$ cat src/rtl/tlp_pkg.sv
// Shared types and encodings for the TLP transmit framer:
// fmt bit meanings, header DW0 field positions, FSM states.
package tlp_pkg;

  localparam int CNT_W = 11;

  localparam int FMT_4DW_BIT  = 0;
  localparam int FMT_DATA_BIT = 1;

  localparam int DW0_FMT  = 29;
  localparam int DW0_TYPE = 24;
  localparam int DW0_T9   = 23;
  localparam int DW0_TC   = 20;
  localparam int DW0_T8   = 19;
  localparam int DW0_A2   = 18;
  localparam int DW0_LN   = 17;
  localparam int DW0_TH   = 16;
  localparam int DW0_TD   = 15;
  localparam int DW0_EP   = 14;
  localparam int DW0_ATTR = 12;
  localparam int DW0_AT   = 10;
  localparam int DW0_LEN  = 0;

  typedef enum logic [1:0] {
    ST_IDLE,
    ST_HDR,
    ST_DATA
  } state_e;

  typedef struct packed {
    logic [2:0]  fmt;
    logic [4:0]  typ;
    logic [2:0]  tc;
    logic [2:0]  attr;
    logic        th;
    logic        td;
    logic        ep;
    logic [1:0]  at;
    logic [9:0]  length;
    logic [15:0] req_id;
    logic [9:0]  tag;
    logic [3:0]  first_be;
    logic [3:0]  last_be;
    logic [63:0] addr;
  } hdr_t;

  // Length field 0 means 1024 DWs.
  function automatic logic [CNT_W-1:0] pay_dws(
    input logic [2:0] fmt,
    input logic [9:0] len
  );
    if (!fmt[FMT_DATA_BIT]) return '0;
    if (len == 10'd0) return CNT_W'(1024);
    return {1'b0, len};
  endfunction

endpackage

$ cat src/rtl/tlp_tx_framer_pack.sv
// Combinational packing of decoded header fields into
// the four candidate PCIe header DWs.
import tlp_pkg::*;

module tlp_tx_framer_pack #(
  parameter int SUPPORT_10BIT_TAG = 0
) (
  input  hdr_t             hdr,
  output logic [3:0][31:0] dw
);

  logic        t9;
  logic        t8;
  logic [31:0] dw0;
  logic [31:0] addr_lo;
  logic        unused_addr;

  assign unused_addr = ^hdr.addr[1:0];

  always_comb begin
    t9 = (SUPPORT_10BIT_TAG != 0) && hdr.tag[9];
    t8 = (SUPPORT_10BIT_TAG != 0) && hdr.tag[8];
    addr_lo = {hdr.addr[31:2], 2'b00};
    dw0 = '0;
    dw0[DW0_FMT +: 3]  = hdr.fmt;
    dw0[DW0_TYPE +: 5] = hdr.typ;
    dw0[DW0_T9]        = t9;
    dw0[DW0_TC +: 3]   = hdr.tc;
    dw0[DW0_T8]        = t8;
    dw0[DW0_A2]        = hdr.attr[2];
    dw0[DW0_LN]        = 1'b0;
    dw0[DW0_TH]        = hdr.th;
    dw0[DW0_TD]        = hdr.td;
    dw0[DW0_EP]        = hdr.ep;
    dw0[DW0_ATTR +: 2] = hdr.attr[1:0];
    dw0[DW0_AT +: 2]   = hdr.at;
    dw0[DW0_LEN +: 10] = hdr.length;
    dw[0] = dw0;
    dw[1] = {hdr.req_id, hdr.tag[7:0],
             hdr.last_be, hdr.first_be};
    dw[2] = hdr.fmt[FMT_4DW_BIT] ?
            hdr.addr[63:32] : addr_lo;
    dw[3] = addr_lo;
  end

endmodule

$ cat src/rtl/tlp_tx_framer.sv
// TLP transmit framer: checks and registers one header,
// streams its header DWs then payload DWs with SOP/EOP.
import tlp_pkg::*;

module tlp_tx_framer #(
  parameter int SUPPORT_10BIT_TAG = 0,
  parameter int MAX_PAYLOAD_DW    = 128
) (
  input  logic        clk,
  input  logic        rst,
  input  logic        hdr_valid,
  output logic        hdr_ready,
  input  logic [2:0]  hdr_fmt,
  input  logic [4:0]  hdr_type,
  input  logic [2:0]  hdr_tc,
  input  logic [2:0]  hdr_attr,
  input  logic        hdr_th,
  input  logic        hdr_td,
  input  logic        hdr_ep,
  input  logic [1:0]  hdr_at,
  input  logic [9:0]  hdr_length,
  input  logic [15:0] hdr_req_id,
  input  logic [9:0]  hdr_tag,
  input  logic [3:0]  hdr_first_be,
  input  logic [3:0]  hdr_last_be,
  input  logic [63:0] hdr_addr,
  input  logic        pl_valid,
  output logic        pl_ready,
  input  logic [31:0] pl_data,
  output logic        tx_valid,
  input  logic        tx_ready,
  output logic [31:0] tx_data,
  output logic        tx_sop,
  output logic        tx_eop,
  output logic        err_tag,
  output logic        err_len
);

  localparam logic [CNT_W-1:0] MAX_DW =
    CNT_W'(MAX_PAYLOAD_DW);

  state_e           state_q, state_d;
  hdr_t             hdr_q, hdr_d, hdr_in;
  logic [1:0]       idx_q, idx_d;
  logic [CNT_W-1:0] cnt_q, cnt_d, pay_in;
  logic             err_tag_q, err_tag_d;
  logic             err_len_q, err_len_d;
  logic             tag_bad, len_bad, hdr_last;
  logic [3:0][31:0] dw;

  tlp_tx_framer_pack #(
    .SUPPORT_10BIT_TAG(SUPPORT_10BIT_TAG)
  ) u_pack (
    .hdr(hdr_q),
    .dw (dw)
  );

  always_comb begin
    hdr_in.fmt      = hdr_fmt;
    hdr_in.typ      = hdr_type;
    hdr_in.tc       = hdr_tc;
    hdr_in.attr     = hdr_attr;
    hdr_in.th       = hdr_th;
    hdr_in.td       = hdr_td;
    hdr_in.ep       = hdr_ep;
    hdr_in.at       = hdr_at;
    hdr_in.length   = hdr_length;
    hdr_in.req_id   = hdr_req_id;
    hdr_in.tag      = hdr_tag;
    hdr_in.first_be = hdr_first_be;
    hdr_in.last_be  = hdr_last_be;
    hdr_in.addr     = hdr_addr;
    pay_in  = pay_dws(hdr_fmt, hdr_length);
    tag_bad = (SUPPORT_10BIT_TAG == 0) &&
              (hdr_tag[9:8] != 2'b00);
    len_bad = hdr_fmt[FMT_DATA_BIT] &&
              (pay_in > MAX_DW);
    hdr_last = idx_q ==
      (hdr_q.fmt[FMT_4DW_BIT] ? 2'd3 : 2'd2);
  end

  always_comb begin
    state_d   = state_q;
    hdr_d     = hdr_q;
    idx_d     = idx_q;
    cnt_d     = cnt_q;
    err_tag_d = 1'b0;
    err_len_d = 1'b0;
    unique case (state_q)
      ST_IDLE: begin
        if (hdr_valid) begin
          err_tag_d = tag_bad;
          err_len_d = len_bad;
          if (!tag_bad && !len_bad) begin
            state_d = ST_HDR;
            hdr_d   = hdr_in;
            idx_d   = 2'd0;
            cnt_d   = pay_in;
          end
        end
      end
      ST_HDR: begin
        if (tx_ready) begin
          idx_d = idx_q + 2'd1;
          if (hdr_last)
            state_d = (cnt_q != '0) ?
                      ST_DATA : ST_IDLE;
        end
      end
      ST_DATA: begin
        if (pl_valid && tx_ready) begin
          cnt_d = cnt_q - 1'b1;
          if (cnt_q == CNT_W'(1)) state_d = ST_IDLE;
        end
      end
      default: state_d = ST_IDLE;
    endcase
  end

  always_ff @(posedge clk or negedge rst) begin
    if (!rst) begin
      state_q   <= ST_IDLE;
      hdr_q     <= '0;
      idx_q     <= '0;
      cnt_q     <= '0;
      err_tag_q <= 1'b0;
      err_len_q <= 1'b0;
    end else begin
      state_q   <= state_d;
      hdr_q     <= hdr_d;
      idx_q     <= idx_d;
      cnt_q     <= cnt_d;
      err_tag_q <= err_tag_d;
      err_len_q <= err_len_d;
    end
  end

  always_comb begin
    hdr_ready = (state_q == ST_IDLE);
    tx_valid  = 1'b0;
    tx_data   = '0;
    tx_sop    = 1'b0;
    tx_eop    = 1'b0;
    pl_ready  = 1'b0;
    unique case (1'b1)
      (state_q == ST_HDR): begin
        tx_valid = 1'b1;
        tx_data  = dw[idx_q];
        tx_sop   = (idx_q == 2'd0);
        tx_eop   = hdr_last && (cnt_q == '0);
      end
      (state_q == ST_DATA): begin
        tx_valid = pl_valid;
        pl_ready = tx_ready;
        tx_data  = pl_data;
        tx_eop   = pl_valid && (cnt_q == CNT_W'(1));
      end
      default: ;
    endcase
  end

  assign err_tag = err_tag_q;
  assign err_len = err_len_q;

endmodule

$ cat config.mk
export PLATFORM = sky130hd
export DESIGN_NAME = tlp_tx_framer
export DESIGN_NICKNAME = d
export VERILOG_FILES = /design/src/rtl/tlp_pkg.sv /design/src/rtl/tlp_tx_framer_pack.sv /design/src/rtl/tlp_tx_framer.sv
export SDC_FILE = /design/constraint.sdc
export NUM_CORES = 1
export LEC_CHECK = 0
export ABC_AREA = 1
export CORE_MARGIN = 2
export CORE_UTILIZATION = 30
export CTS_BUF_LIST = sky130_fd_sc_hd__clkbuf_8
export DETAILED_ROUTE_END_ITERATION = 10
export PLACE_DENSITY = 0.51
export SETUP_SLACK_MARGIN = 0.2
export SLEW_MARGIN = 10
export SYNTH_ARGS = -nofsm -noshare
export SYNTH_HDL_FRONTEND = slang
export SYNTH_SLANG_ARGS = --single-unit
$ cat constraint.sdc
create_clock -name clk -period 1.9 [get_ports clk]
set_input_delay 0.38 -clock clk [delete_from_list [all_inputs] [get_ports clk]]
set_output_delay 0.38 -clock clk [all_outputs]
set_load 0.02 [all_outputs]
==> results of run 1 <==
-- power by group through the flow --
stage | sequential [mW] | combinational [mW] | clock, mW
2_1_floorplan | 4.85 | 4.70 | 0
6_report | 5.13 | 10.6 | 2.74
3_5_place_dp | 5.11 | 8.14 | 0
5_1_grt | 5.28 | 11.5 | 2.92
3_3_place_gp | 5.12 | 8.11 | 0
4_1_cts | 5.09 | 9.71 | 2.79
-- layout by cell type, fill, tap and decap left out, drive strengths merged --
cell and instances:
clkdlybuf4s50 150, dlymetal6s2s 1, buf 178, dlygate4sd2 10, bufbuf 5, dlygate4sd3 1, nand3b 1, clkinvlp 6
ha 6, clkinv 2, o21ai 78, bufinv 4, xor2 1, clkbuf 22, nand4 3, nor2 40
a21oi 66, nor3 2, nand2 488, inv 58, o22ai 3, nand3 83, dfrtp 140
-- worst paths after layout --
check / endpoint / slack, ns / cells past startpoint
hold / removal: hdr_q[103] / 0.34 / 3
setup / recovery: tx_data[10] / -0.41 / 6
hold reg to reg: hdr_q[15] / 0.49 / 2
setup reg to reg: cnt_q[10] / 0.15 / 16
min in group asynchronous: hdr_q[49] / 0.41 / 2
max in group asynchronous: hdr_q[94] / 0.88 / 3
-- sequential cells by signal (all words and copies together) (netlist names) --
signal / cells
err_tag: 1
state_q: 2
cnt_q: 11
idx_q: 2
err_len: 1
hdr_q: 123
-- metal layers --
layer | up-vias | wire length (um)
met3 | 23 | 1440
met2 | 207 | 13200
met4 | 0 | 461
met1 | 3668 | 13500
met5 | - | 0
li1 | 3876 | -
-- through the flow --
| step | hold slack [ns] | area, um2 | TNS [ns] | util | worst slack, ns |
|---|---|---|---|---|---|
| after floorplan | 0.0844 | 7690 | 0 | - | 0.159 |
| after global placement | 0.339 | 10800 | -58.98 | 0.443 | -0.632 |
| after detailed placement | 0.336 | 10800 | -59.06 | 0.443 | -0.632 |
| after CTS | 0.415 | 12000 | -11.75 | 0.495 | -0.399 |
| after global routing | 0.294 | 12500 | -14.99 | 0.514 | -0.490 |
| final | 0.343 | 12500 | -11.46 | 0.514 | -0.407 |
-- worst min-delay path, stage by stage --
cell and delay [ns]:
clkbuf_2 0.15, nand2_1 0.15, o21ai_1 0.08
-- cell type report --
class / count / area [um2]
inverters: 57 / 235
well taps: 324 / 405
flip-flops and latches: 140 / 3510
multi-input cells: 771 / 4110
clock buffers: 18 / 248
repair buffers: 349 / 3760
clock inverters: 13 / 191
fillers: 2359 / 11800
-- cells by family (layout without fill, tap and decap cells) --
family	Yosys count	in the layout	synth area share
XOR/XNOR	1	1	0.00119
adder cells (fa/ha/maj)	6	6	0.0102
buffers and inverters	119	437	0.0778
flip-flops	140	140	0.474
AND/OR/NAND/NOR	617	617	0.332
AO/OA/AOI/OAI	147	147	0.104
-- what timing repair did --
action                                  4_1_cts  5_1_grt
cloned                                        9        3
setup buffers                                22        6
gates resized for setup                     302      101
endpoints found under the setup margin      170       57
pin swaps                                    14       32
hold endpoints to repair                     38        0
hold buffers                                  1        0
==> metrics.md, run 1 <==
| Metric | Value |
|---|---|
| Worst-Skew Late Latency | `0.45 ns` |
| Crit path max fanout | `10` |
| Num Clock Sinks | `140` |
| Setup crit end kind | `output port` |
| Final hold violations | `0` |
| DPL Wire Length | `between 20000 and 25000 um` |
| Initial antenna violation count | `0` |
| Antenna viol nets, final | `0` |
| Max Root-Sink Buffers | `2` |
| Gpl congestion | `0.851` |
| PortBufs | `200` |
| Switching power | `about 7.7 mW` |
| Top cells by area, synth | `dfrtp_1 47%, nand2_1 24%, nand3_1 5.6%` |
| CTS root buffer | `clkbuf_8` |
| VDD IR max | `497 uV` |
| Placed insts | `1600` |
| Die Area | `25900 um2` |
| Synthesized Nets | `1200` |
| Power Dens Cells | `1480 nW/um2` |
| Area Growth Syn to Fin | `68.7%` |
| First-pass GRT wire length | `43700 um` |
| Failing checks | `setup timing` |
| Worst Setup Start Kind | `flop` |
| H-tree depth | `4` |
| Syn Area/Cell | `just over 7 um2` |
| WL/cell | `17.1 um` |
| Outcome | `finished, violations left` |
| Sw Ratio | `0.420` |
| CP arrival | `1.93 ns` |
| Die X | `161 um` |
| Clk pwr share | `0.149` |
| Total gr overflow | `0` |
| Post-synth EDFFs | `0` |
| Initial Utilization | `0.305` |
| Yosys top cell area share | `0.474` |
| # IOs | `203` |
| Top Usage Layer GRT | `met2` |
| CP max-delay cell | `dfrtp_2` |
| Period utilisation layout | `1.21` |
| Cts bufs inserted | `17` |
| Ys async rst share | `1.00` |
| Cell-internal power | `10.7 mW` |
| Setup ws final | `-0.407 ns` |
| Synth area leader | `dfrtp_1` |
| Total wire length | `28600 um` |
| Worst slew margin | `0.708` |
| Most frequent cell after synthesis | `nand2_1` |
| Commonest cells post-synth | `480 x nand2_1, 140 x dfrtp_1, 83 x nand3_1` |
| Post-Layout Cell Count | `approximately 1700` |
| DR DRC count | `0` |
| Logic pwr share | `0.573` |
| Via Count | `around 7800` |
| Leak Pwr | `roughly 5.8 nW` |
| Final setup viols | `36` |
| Max incr delay on CP | `roughly 0.5 ns` |
| RSZ-0062 raised after global routing | `true` |
| Gr usage total | `0.220` |
| Min Tclk post-route | `2.31 ns` |
| Yosys Warn Count | `0` |
| Starting DRT DRC Count | `521` |
| GR Layer Usage met1 | `0.318` |
| Sequential power share | `0.278` |
| RR Startpoint | `cnt_q[5]` |
| Mapped cell area | `between 7000 and 8000 um2` |
| Core ar. | `around 24000 um2` |
| Reg clk slew, reported paths | `~0.09 ns` |
| Post-Syn Instances | `1030` |
| Slew Viols, Final | `0` |
| Crit-path cells | `bufbuf_16, a21oi_1, o21ai_4, nand3_4, a21oi_4, buf_6` |
| Die height | `161 um` |
| Worst Min Path Start | `hdr_length[5]` |
| Part of the Yosys area used for sequential elements | `0.474` |
| Vias per cell | `4.65` |
| Met2 Track Usage GR | `0.339` |
| Ant. Diodes | `0` |
| Predominant post-synthesis flop cell | `dfrtp_1` |
| Measured slew at the worst slew-check pin | `0.439 ns` |
| Met3 Use GR | `0.0372` |
| Fmax | `433 MHz` |
| CP bufs+invs | `2` |
| CP startpoint | `idx_q[1]` |
| #FFs+latches synth | `140` |
| Class of the worst hold path | `in2reg` |
| Final #Nets | `between 1500 and 2000` |
| Share of cells above drive strength 1 | `0.287` |
| Setup Skew | `0.00797 ns` |
| Max cap viols | `0` |
| CP top delay family | `flip-flops` |
| Number of global-route vias before repair | `7775` |
| Setup CP Type | `reg2out` |
| CTS tree | `yes` |
| Final Power | `18.4 mW` |
| Synth unique cells | `24` |
| Site row count | `57` |
| Critical Path RT | `1.52 ns` |
| Detailed Routing Iterations Pass 1 | `5` |
| Largest net degree at the start of global routing | `42` |
No activity file was read; power rests on OpenSTA's default activity.
==> run 2, diff against run 1 <==
--- a/config.mk
+++ b/config.mk
@@ -8,8 +8,8 @@
 export ABC_AREA = 1
 export CORE_MARGIN = 2
 export CORE_UTILIZATION = 30
-export CTS_BUF_LIST = sky130_fd_sc_hd__clkbuf_8
 export DETAILED_ROUTE_END_ITERATION = 10
+export GPL_TIMING_DRIVEN = 0
 export PLACE_DENSITY = 0.51
 export SETUP_SLACK_MARGIN = 0.2
 export SLEW_MARGIN = 10
==> run 2 against run 1 <==
Highest routed layer unchanged. Cell area fell by 0.51%. Fmax increased by 0.93%. The flow still finishes with violations (setup timing). Power up 4.3%.
==> metrics.md, run 2 (synthesis results as in run 1) <==
| Metric | Value |
|---|---|
| Fmax | `438 MHz (+0.93%)` |
| Most common cell after layout, fill and taps aside | `nand2_1` |
| Initial antenna violation count | `0 (unchanged)` |
| RR Startpoint | `state_q[0]` |
| Worst r2r dst | `state_q[0]` |
| Antenna viol nets, final | `0 (unchanged)` |
| Crit-path cells | `inv_4, nand2_8, clkinv_8, clkbuf_16, nand2_4, nand3_4, nand3_4, a21oi_4, buf_6` |
| Top reg by flops | `hdr_q` |
| Setup CP Type | `reg2out` |
| Class of the worst hold path | `in2reg` |
| Setup ws final | `-0.386 ns (+0.0212 ns)` |
| Core ar. | `24200 um2 (unchanged)` |
| Reg2Reg Depth | `12 (-4)` |
| Hold Path Stages | `3 (unchanged)` |
| Final Power | `19.2 mW (+4.3%)` |
| Starting DRT DRC Count | `476 (-8.6%)` |
| Die Area | `25900 um2 (unchanged)` |
| Number of global-route vias before repair | `7893 (+1.5%)` |
| CP top delay family | `buffers and inverters` |
| Max incr delay on CP | `0.46 ns (-0.03 ns)` |
| Num Clock Sinks | `140 (unchanged)` |
| Cts bufs inserted | `17 (unchanged)` |
| Largest net degree at the start of global routing | `94 (+120%)` |
| CTS tree | `yes` |
| Total gr overflow | `0 (unchanged)` |
| Hold EP | `hdr_q[99]` |
| Die X | `161 um (unchanged)` |
| Reg clk slew, reported paths | `0.06 ns (-0.03 ns)` |
| Final #Nets | `1463 (-2.9%)` |
| H-tree depth | `4 (unchanged)` |
| Setup Skew | `0.00901 ns (+0.00104 ns)` |
| Worst Setup Start Kind | `flop` |
| Failing checks | `setup timing` |
| DR DRC count | `0 (unchanged)` |
| Outcome | `finished, violations left` |
| Via Count | `7930 (+2.0%)` |
| Placed insts | `1555 (-2.8%)` |
| Ant. Diodes | `0 (unchanged)` |
| WL/cell | `18.9 um (+11%)` |
| CP bufs+invs | `4 (+2)` |
| Site row count | `57 (unchanged)` |
| PortBufs | `200 (unchanged)` |
| Post-Layout Cell Count | `1630 (-2.5%)` |
| Share of cells above drive strength 1 | `0.293 (+0.00617)` |
| Critical Path RT | `1.52 ns (about the same)` |
| Worst Min Path Start | `hdr_length[1]` |
| DPL Wire Length | `22000 um (+9.6%)` |
| CTS root buffer | `clkbuf_16` |
| Total wire length | `30900 um (+8.0%)` |
| Gr usage total | `0.238 (+0.0186)` |
| Max reg flops | `123 (unchanged)` |
| Slew Viols, Final | `0 (unchanged)` |
| Detailed Routing Iterations Pass 1 | `5 (unchanged)` |
| Most frequent cells in the layout | `432 x nand2_1, 149 x clkdlybuf4s50_1, 137 x dfrtp_1` |
| # fillers | `2315 (-1.9%)` |
| Period utilisation layout | `1.20 (-0.0112)` |
| VDD IR max | `651 uV (+31%)` |
| CP arrival | `1.91 ns (-0.02 ns)` |
| Regs by FF count | `hdr_q: 123 flops, cnt_q: 11 flops` |
| Setup crit end kind | `output port` |
| Worst slew margin | `0.654 (-0.0537)` |
| Initial Utilization | `0.305 (unchanged)` |
| Final setup viols | `36 (unchanged)` |
| Leak Pwr | `5.66 nW (-1.7%)` |
| Most used cell, CP | `nand3_4` |
| Area Growth Syn to Fin | `67.8%` |
| Gpl congestion | `0.855 (+0.54%)` |
| Worst-Skew Late Latency | `0.43 ns (-0.02 ns)` |
| CP max-delay cell | `dfrtp_2` |
| Max cap viols | `0 (unchanged)` |
| Min Tclk post-route | `2.29 ns (-0.0212 ns)` |
| First-pass GRT wire length | `46700 um (+6.9%)` |
| R2r setup slk | `0.07 ns (-0.08 ns)` |
| Power Dens Cells | `1550 nW/um2 (+4.9%)` |
| Crit path max fanout | `8 (-2)` |
| Max Root-Sink Buffers | `2 (unchanged)` |
| Die height | `161 um (unchanged)` |
| # IOs | `203 (unchanged)` |
| Final hold violations | `0 (unchanged)` |
| RSZ-0062 raised after global routing | `true` |
| Measured slew at the worst slew-check pin | `0.519 ns (+0.0805 ns)` |
| Vias per cell | `4.87 (+4.6%)` |
==> run 2: cell types whose count changed in the layout (fill, tap and decap cells not counted), sizes merged <==
cell / change
buf: -64
clkdlybuf4s15: +1
clkinv: +5
bufbuf: -5
dlymetal6s2s: -1
bufinv: -3
inv: -1
clkbuf: +28
clkdlybuf4s50: -1
clkinvlp: -1
==> run 2: report_power, final <==
part | internal, mW | switching (mW)
clock | 1.84 | 1.44
combinational | 4.56 | 6.15
sequential | 4.30 | 0.954
==> run 2: timing repair <==
item	in CTS	in global routing
hold buffers	1	0
cloned	7	1
gates resized for setup	449	141
hold endpoints to repair	47	0
pin swaps	38	43
buffers inserted	24	10
setup endpoints to repair	176	175
==> run 2: layer usage <==
metal  vias to the layer above  GRT usage  wire length (um)
li1                       3805          -                 -
met2                       255      0.382             14600
met3                        41     0.0413              1660
met5                         -          0                 0
met4                         0     0.0775               768
met1                      3829      0.327             13800
==> run 2: stage by stage <==
| stage | util | area [um2] | setup slack, ns | hold WS (ns) | setup TNS [ns] |
|---|---|---|---|---|---|
| global route | 0.511 | 12400 | -0.439 | 0.239 | -13.69 |
| global placement | 0.416 | 10100 | -5.69 | 0.463 | -891.27 |
| floorplan | - | 7690 | 0.159 | 0.0844 | 0 |
| finish | 0.511 | 12400 | -0.386 | 0.245 | -11.51 |
| detailed placement | 0.418 | 10100 | -0.868 | 0.309 | -97.73 |
| CTS | 0.487 | 11800 | -0.402 | 0.397 | -12.40 |
==> run 2: worst max-delay path by stage <==
stage                              to  depth (start not counted)  slack (ns)  startpoint
after floorplan           tx_data[21]                          5        0.16  state_q[0]
after global placement       cnt_q[7]                          1       -5.69         rst
after detailed placement  tx_data[27]                          9       -0.87    idx_q[0]
after CTS                  tx_data[3]                          7       -0.40    idx_q[0]
after global routing      tx_data[17]                          9       -0.44    idx_q[0]
final                     tx_data[27]                          9       -0.39    idx_q[0]
==> run 2: cell type report <==
cell class / instances / area (um2) / area share
Clock buffer: 19 / 433 / 0.0349
Inverter: 57 / 258 / 0.0208
Tap cell: 324 / 405 / 0.0327
Multi-Input combinational cell: 771 / 4400 / 0.355
Clock inverter: 13 / 135 / 0.0109
Sequential cell: 140 / 3510 / 0.283
Buffer: 62 / 790 / 0.0637
Timing Repair Buffer: 244 / 2460 / 0.199
==> run 2: worst reg2reg max path: stages, from the launching register on <==
cell and delay (ns):
dfrtp_1 0.42, buf_6 0.14, ha_4 0.15, clkbuf_16 0.16, clkinvlp_4 0.11, buf_6 0.13
nor2_2 0.05, inv_1 0.06, nand3b_1 0.08, nor2_2 0.19, nand2_2 0.09, nand2_1 0.08
nand2_1 0.06
